`src/rtl/alu_arbiter.sv`:
```
// alu_arbiter
// Shares one combinational 74181-style ALU between the fetch sequencer (f_*)
// and the decode/execute sequencer (e_*).
//
// Handshake (both requesters): x_req is a one-cycle pulse. The operands are
// valid only in that cycle. The op is accepted when x_req is sampled while no
// op from that requester is pending. A req that arrives while the requester
// already has an op pending is dropped silently. x_gnt is high for the one
// cycle in which the op drives alu_*. x_done is high in the following cycle,
// and res_* carry that op's result. There is no back-pressure beyond this:
// a requester must not re-pulse req until it has seen its gnt.
//
// Ports
//   CLK, RST                      clock (posedge) / async active-low reset
//   f_req/mode/sel/a/b/cn         fetch request and operands
//   f_gnt, f_done                 fetch op on ALU / fetch result valid
//   e_*                           same set for decode/exec
//   alu_mode/sel/a/b/cn           registered operands to the ALU
//   alu_f, alu_cout               ALU result inputs
//   res_f, res_carry, res_zero    registered result, shared by both sides
//   busy                          op in flight or any op pending
//   dbg_state_o                   1 while the FSM is in OP
module alu_arbiter #(
    parameter int WIDTH        = 8,
    parameter int FETCH_PRIO   = 1,
    parameter int STARVE_LIMIT = 2
) (
    input  logic             CLK,
    input  logic             RST,
    input  logic             f_req,
    input  logic             f_mode,
    input  logic [3:0]       f_sel,
    input  logic [WIDTH-1:0] f_a,
    input  logic [WIDTH-1:0] f_b,
    input  logic             f_cn,
    output logic             f_gnt,
    output logic             f_done,
    input  logic             e_req,
    input  logic             e_mode,
    input  logic [3:0]       e_sel,
    input  logic [WIDTH-1:0] e_a,
    input  logic [WIDTH-1:0] e_b,
    input  logic             e_cn,
    output logic             e_gnt,
    output logic             e_done,
    output logic             alu_mode,
    output logic [3:0]       alu_sel,
    output logic [WIDTH-1:0] alu_a,
    output logic [WIDTH-1:0] alu_b,
    output logic             alu_cn,
    input  logic [WIDTH-1:0] alu_f,
    input  logic             alu_cout,
    output logic [WIDTH-1:0] res_f,
    output logic             res_carry,
    output logic             res_zero,
    output logic             busy,
    output logic             dbg_state_o
);

    typedef enum logic {ST_IDLE = 1'b0, ST_OP = 1'b1} state_t;

    typedef struct packed {
        logic             mode;
        logic [3:0]       sel;
        logic [WIDTH-1:0] a;
        logic [WIDTH-1:0] b;
        logic             cn;
    } op_t;

    // alu_* idle value: logic mode, NOP select, zero operands, no carry.
    localparam op_t        NOP_OP = '{mode: 1'b1, sel: 4'h0, a: '0, b: '0, cn: 1'b1};
    localparam logic       PRIO_F = (FETCH_PRIO != 0);
    localparam logic [2:0] LIMIT  = 3'(STARVE_LIMIT);

    state_t           state_q, state_d;
    logic             f_pend_q, f_pend_d, e_pend_q, e_pend_d;
    op_t              f_buf_q, f_buf_d, e_buf_q, e_buf_d;
    op_t              alu_q, alu_d;
    logic             f_gnt_q, e_gnt_q, f_done_q, e_done_q;
    logic [WIDTH-1:0] res_f_q, res_f_d;
    logic             res_carry_q, res_carry_d, res_zero_q, res_zero_d;
    logic [2:0]       starve_q, starve_d;

    op_t  f_in, e_in, f_op, e_op;
    logic f_cand, e_cand, contend, forced, f_win, e_win, prio_won;

    always_comb begin
        f_in = '{mode: f_mode, sel: f_sel, a: f_a, b: f_b, cn: f_cn};
        e_in = '{mode: e_mode, sel: e_sel, a: e_a, b: e_b, cn: e_cn};

        // A pending op always takes precedence over a new req from the same
        // side: the new req is ignored, so the buffer is the source.
        f_op   = f_pend_q ? f_buf_q : f_in;
        e_op   = e_pend_q ? e_buf_q : e_in;
        f_cand = f_pend_q | f_req;
        e_cand = e_pend_q | e_req;

        contend = f_cand & e_cand;
        forced  = (starve_q == LIMIT);
        // Under contention the priority side wins unless the other side has
        // been passed over LIMIT times in a row.
        f_win    = contend ? (PRIO_F ^ forced) : f_cand;
        e_win    = e_cand & ~f_win;
        prio_won = contend & (f_win == PRIO_F);

        starve_d = '0;
        if (prio_won) begin
            starve_d = forced ? starve_q : starve_q + 3'd1;
        end

        f_pend_d = f_cand & ~f_win;
        e_pend_d = e_cand & ~e_win;
        f_buf_d  = (f_req & ~f_pend_q) ? f_in : f_buf_q;
        e_buf_d  = (e_req & ~e_pend_q) ? e_in : e_buf_q;

        alu_d = NOP_OP;
        if (f_win) begin
            alu_d = f_op;
        end else if (e_win) begin
            alu_d = e_op;
        end
        state_d = (f_win | e_win) ? ST_OP : ST_IDLE;

        // The ALU output is only meaningful while an op drives alu_*.
        res_f_d     = res_f_q;
        res_carry_d = res_carry_q;
        res_zero_d  = res_zero_q;
        if (state_q == ST_OP) begin
            res_f_d     = alu_f;
            res_carry_d = alu_cout;
            res_zero_d  = (alu_f == '0);
        end
    end

    always_ff @(posedge CLK or negedge RST) begin
        if (!RST) begin
            state_q     <= ST_IDLE;
            f_pend_q    <= 1'b0;
            e_pend_q    <= 1'b0;
            f_buf_q     <= '0;
            e_buf_q     <= '0;
            alu_q       <= NOP_OP;
            f_gnt_q     <= 1'b0;
            e_gnt_q     <= 1'b0;
            f_done_q    <= 1'b0;
            e_done_q    <= 1'b0;
            res_f_q     <= '0;
            res_carry_q <= 1'b1;
            res_zero_q  <= 1'b1;
            starve_q    <= '0;
        end else begin
            state_q     <= state_d;
            f_pend_q    <= f_pend_d;
            e_pend_q    <= e_pend_d;
            f_buf_q     <= f_buf_d;
            e_buf_q     <= e_buf_d;
            alu_q       <= alu_d;
            f_gnt_q     <= f_win;
            e_gnt_q     <= e_win;
            f_done_q    <= f_gnt_q;
            e_done_q    <= e_gnt_q;
            res_f_q     <= res_f_d;
            res_carry_q <= res_carry_d;
            res_zero_q  <= res_zero_d;
            starve_q    <= starve_d;
        end
    end

    assign f_gnt       = f_gnt_q;
    assign e_gnt       = e_gnt_q;
    assign f_done      = f_done_q;
    assign e_done      = e_done_q;
    assign alu_mode    = alu_q.mode;
    assign alu_sel     = alu_q.sel;
    assign alu_a       = alu_q.a;
    assign alu_b       = alu_q.b;
    assign alu_cn      = alu_q.cn;
    assign res_f       = res_f_q;
    assign res_carry   = res_carry_q;
    assign res_zero    = res_zero_q;
    assign busy        = (state_q == ST_OP) | f_pend_q | e_pend_q;
    assign dbg_state_o = (state_q == ST_OP);

endmodule

```
`config.mk`:
```
export PLATFORM = sky130hd
export DESIGN_NAME = alu_arbiter
export DESIGN_NICKNAME = d
export VERILOG_FILES = /design/src/rtl/alu_arbiter.sv
export SDC_FILE = /design/constraint.sdc
export NUM_CORES = 1
export LEC_CHECK = 0
export CAP_MARGIN = 20
export CELL_PAD_IN_SITES_DETAIL_PLACEMENT = 0
export CELL_PAD_IN_SITES_GLOBAL_PLACEMENT = 1
export CORE_ASPECT_RATIO = 1.2
export CORE_MARGIN = 2
export CORE_UTILIZATION = 41
export DETAILED_ROUTE_END_ITERATION = 10
export PLACE_DENSITY_LB_ADDON = 0.3
export SLEW_MARGIN = 10
export SYNTH_ARGS = -nofsm -noshare
export SYNTH_HDL_FRONTEND = slang
export SYNTH_SLANG_ARGS = --single-unit
```
`constraint.sdc`:
```
create_clock -name CLK -period 3.6 [get_ports CLK]
set_input_delay 0.54 -clock CLK [delete_from_list [all_inputs] [get_ports CLK]]
set_output_delay 0.54 -clock CLK [all_outputs]
set_load 0.05 [all_outputs]
```
==> impl_results.md <==
- Core Rows: 37
- Placed wire-length estimate: 4.79 mm
- Number of cells produced by synthesis: 296
- Synth Register Bits: 86
- Vias per std cell: 4.84
- Fin. Hold Viols: 0
- Cell types occupying the most area after synthesis: sky130_fd_sc_hd__dfrtp_1 56%, sky130_fd_sc_hd__mux2i_1 12%, sky130_fd_sc_hd__mux2_2 8.7%
- Area used by multi-input combinational logic: 1360 um^2
- Total die area: 9660 um^2
- Crit path launch type: flop
- Share of layout cells above drive strength 1: 0.139
- Required arrival time at the worst endpoint: 3060 ps
- Final critical-path share of the clock period: 0.692
- Total global-route track usage: 0.163
- Worst Path Class, Setup: reg2out
- Count of nets left with antenna violations after detail routing: 0
- Instance area at placement: 4630 um^2
- DRC violation count after routing: 0
- Class of the worst hold path: in2async
- Antenna diode count: 0
- Number of nets in the finished design: 443
- Relative slew slack: 0.321
- Post-Synthesis Cell Area: 3640 um^2
- Sinks on the clock net: 86
- Number of input and output port buffers inserted: 94
- Final RePlAce weighted congestion: 0.682
- Maximum buffer depth of the clock tree: 2
- VDD IR-drop max: 223 uV
- Horizontal die dimension: 90.1 um
- Average instance area after synthesis: 12.3 um^2
- Number of gates resized after cts: 0
- Commonest cells in the netlist: 82 x sky130_fd_sc_hd__dfrtp_1, 67 x sky130_fd_sc_hd__nand2_1, 44 x sky130_fd_sc_hd__mux2i_1, 28 x sky130_fd_sc_hd__mux2_2, 20 x sky130_fd_sc_hd__a22oi_1
- CTS buffer count: 9
- Number of hold buffers added after cts: 0
- Wire length of the first global-routing pass: 12.2 mm
- Portion of the post-synthesis area used by sequential elements: 0.592
- First drt pass iteration count: 4
- Post-route setup TNS: 0 ps
- Final clock skew: 6.42 ps
- Area growth syn-to-layout: 34.4%
- Clock-pin slew reported for the worst setup and hold paths after clock tree synthesis: 80 ps
- Source of the worst register-to-register timing path: e_pend_q
- Peak clock frequency supported by timing: 401 MHz
- Average wire per cell in the routed design: 14.8 um
- Slew at the pin with the worst max-slew slack: 1020 ps
- Die height: 107 um
- H-tree lvl count: 3
- CP max stage delay: 710 ps
- Max FO, Critical Path: 13
- Number of pins with negative max-slew slack in the final report: 0
- TritonCTS clock tree: yes
- Flip-flop and latch area: 2160 um^2
- Static Leak: 2.14 nW
- Initial standard-cell utilization of the core: 0.423
- Maximum number of pins on one net before global-route repair: 87
- Number of global-route vias before repair: 2516
- Cell area after layout: 4900 um^2
- Top-level I/O count: 95
- DRT iter0 DRCs: 131
- CP bufs+invs: 1
- Post-synth net total: 355
- Number of buffers added for setup after CTS: 0
- Cell type with the highest aggregate area in the netlist: sky130_fd_sc_hd__dfrtp_1
- Placeable core area: 8610 um^2
- Unrepaired setup endpoints after global routing: false
- Prevailing post-synth register cell: sky130_fd_sc_hd__dfrtp_1
- Async set-or-reset flop fraction in the synthesized netlist: 1.00
- Critical Path Sink Type: output port
- Total congestion overflow after global routing: 0
- Outcome: finished clean
- Count of max-cap constraint violations: 0
- Filler Cell Count: 742
- Crit path max-delay cell type: sky130_fd_sc_hd__clkdlybuf4s50_1
- Antenna violations before repair: 0
- Period minus WS final: 2490 ps
- Number of setup violations in the final report: 0
- Crit path arrival time: 1950 ps
- Largest delay share family, worst path: buffers and inverters
- Cell-by-cell listing of the critical path: or3_1 > clkdlybuf4s50_1
- Post-detailed-routing wire length: 7.48 mm
- Critical path launch point: dbg_state_o
- Post-synth cell types: 26
- Detailed-route via count: 2450
- Buffer cell driving the clock tree root: sky130_fd_sc_hd__clkbuf_8
- Count leader, synth: sky130_fd_sc_hd__dfrtp_1
- Number of enable flip-flop cells after synthesis: 0
- Insertion delay of the later-clocked pin in the worst-skew pair: 350 ps
- Yosys warnings: 0
- Share of Yosys cell area claimed by the top area cell type: 0.563
- Ratio of total power to cell area: 527 nW/um^2
cell usage in the layout (no fill, tap or decap):
cell type	Yosys	final
sky130_fd_sc_hd__o22a_2	0	1
sky130_fd_sc_hd__nor2_2	1	1
sky130_fd_sc_hd__clkinv_2	0	1
sky130_fd_sc_hd__clkbuf_1	4	2
sky130_fd_sc_hd__mux2_1	3	3
sky130_fd_sc_hd__clkbuf_8	0	10
sky130_fd_sc_hd__dfrtp_1	82	82
sky130_fd_sc_hd__nor3_1	1	1
sky130_fd_sc_hd__bufinv_16	0	3
sky130_fd_sc_hd__nor4_1	1	1
sky130_fd_sc_hd__nand2b_4	1	1
sky130_fd_sc_hd__mux2_2	28	28
sky130_fd_sc_hd__buf_4	3	3
sky130_fd_sc_hd__ha_1	2	2
sky130_fd_sc_hd__clkdlybuf4s50_1	0	93
sky130_fd_sc_hd__o21ai_0	1	1
sky130_fd_sc_hd__nor2b_4	0	1
sky130_fd_sc_hd__or3_1	1	1
sky130_fd_sc_hd__nand2b_1	3	3
sky130_fd_sc_hd__buf_16	0	1
sky130_fd_sc_hd__inv_1	4	4
sky130_fd_sc_hd__o22ai_1	3	3
sky130_fd_sc_hd__nor2_1	6	6
sky130_fd_sc_hd__nand4b_1	1	1
sky130_fd_sc_hd__xnor2_1	1	1
sky130_fd_sc_hd__dfstp_2	4	4
sky130_fd_sc_hd__mux2i_1	44	44
sky130_fd_sc_hd__nand2_1	67	67
sky130_fd_sc_hd__a22oi_1	20	20
final cells by class:
| cell class | count | area share |
|---|---|---|
| clock buffers | 12 | 0.0296 |
| clock inverters | 4 | 0.0194 |
| inverters | 4 | 0.00306 |
| multi-input cells | 186 | 0.278 |
| flip-flops and latches | 86 | 0.440 |
| well taps | 117 | 0.0299 |
| repair buffers | 97 | 0.200 |
layer usage:
| layer | GRT usage | part of all wire |
|---|---|---|
| met1 | 0.208 | 0.45 |
| met2 | 0.271 | 0.49 |
| met3 | 0.0350 | 0.043 |
| met4 | 0.0725 | 0.018 |
| met5 | 0 | 0 |
final timing paths:
path	to	slack, ps	cells past startpoint
worst max-delay path	busy	1110	2
worst min-delay path	f_done	120	1
worst max register to register	alu_mode	1620	4
worst min register to register	e_done	380	0
max in group asynchronous	res_zero	2830	2
min in group CLK	e_done	380	0
power breakdown:
part           leakage, nW  internal, mW  switching (mW)
logic                0.989         0.254           0.369
clock network        0.121         0.480           0.330
registers             1.03          1.09          0.0575
cells by family (layout without fill, tap and decap cells):
group                    Yosys count  after routing  synth area share
flip-flops                        86             86             0.592
AND/OR/NAND/NOR                   83             83            0.0948
multiplexers                      75             75             0.217
AO/OA/AOI/OAI                     25             25            0.0501
buffers and inverters             24            117            0.0374
adder cells (fa/ha/maj)            2              2           0.00686
XOR/XNOR                           1              1           0.00240
stage by stage:
stage / setup slack (ps) / hold WS [ps] / total power [mW] / instances / util
6_report: 1110 / 122 / 2.58 / 506 / 0.569
5_1_grt: 1030 / 146 / 2.70 / 506 / 0.569
4_1_cts: 1080 / 387 / 2.61 / 505 / 0.566
3_5_place_dp: 1280 / 367 / 1.80 / 489 / 0.538
3_3_place_gp: 1310 / 363 / 1.78 / 489 / 0.538
2_1_floorplan: 1700 / 244 / 1.56 / 296 / -
flip-flops by register name, summed over array words and instances, names as in the netlist, 3 cells and up:
name      cells
f_buf_q      22
res_f         8
starve_q      3
e_buf_q      22
alu_sel       4
alu_b         8
alu_a         8
No activity file was read; power rests on OpenSTA's default activity.
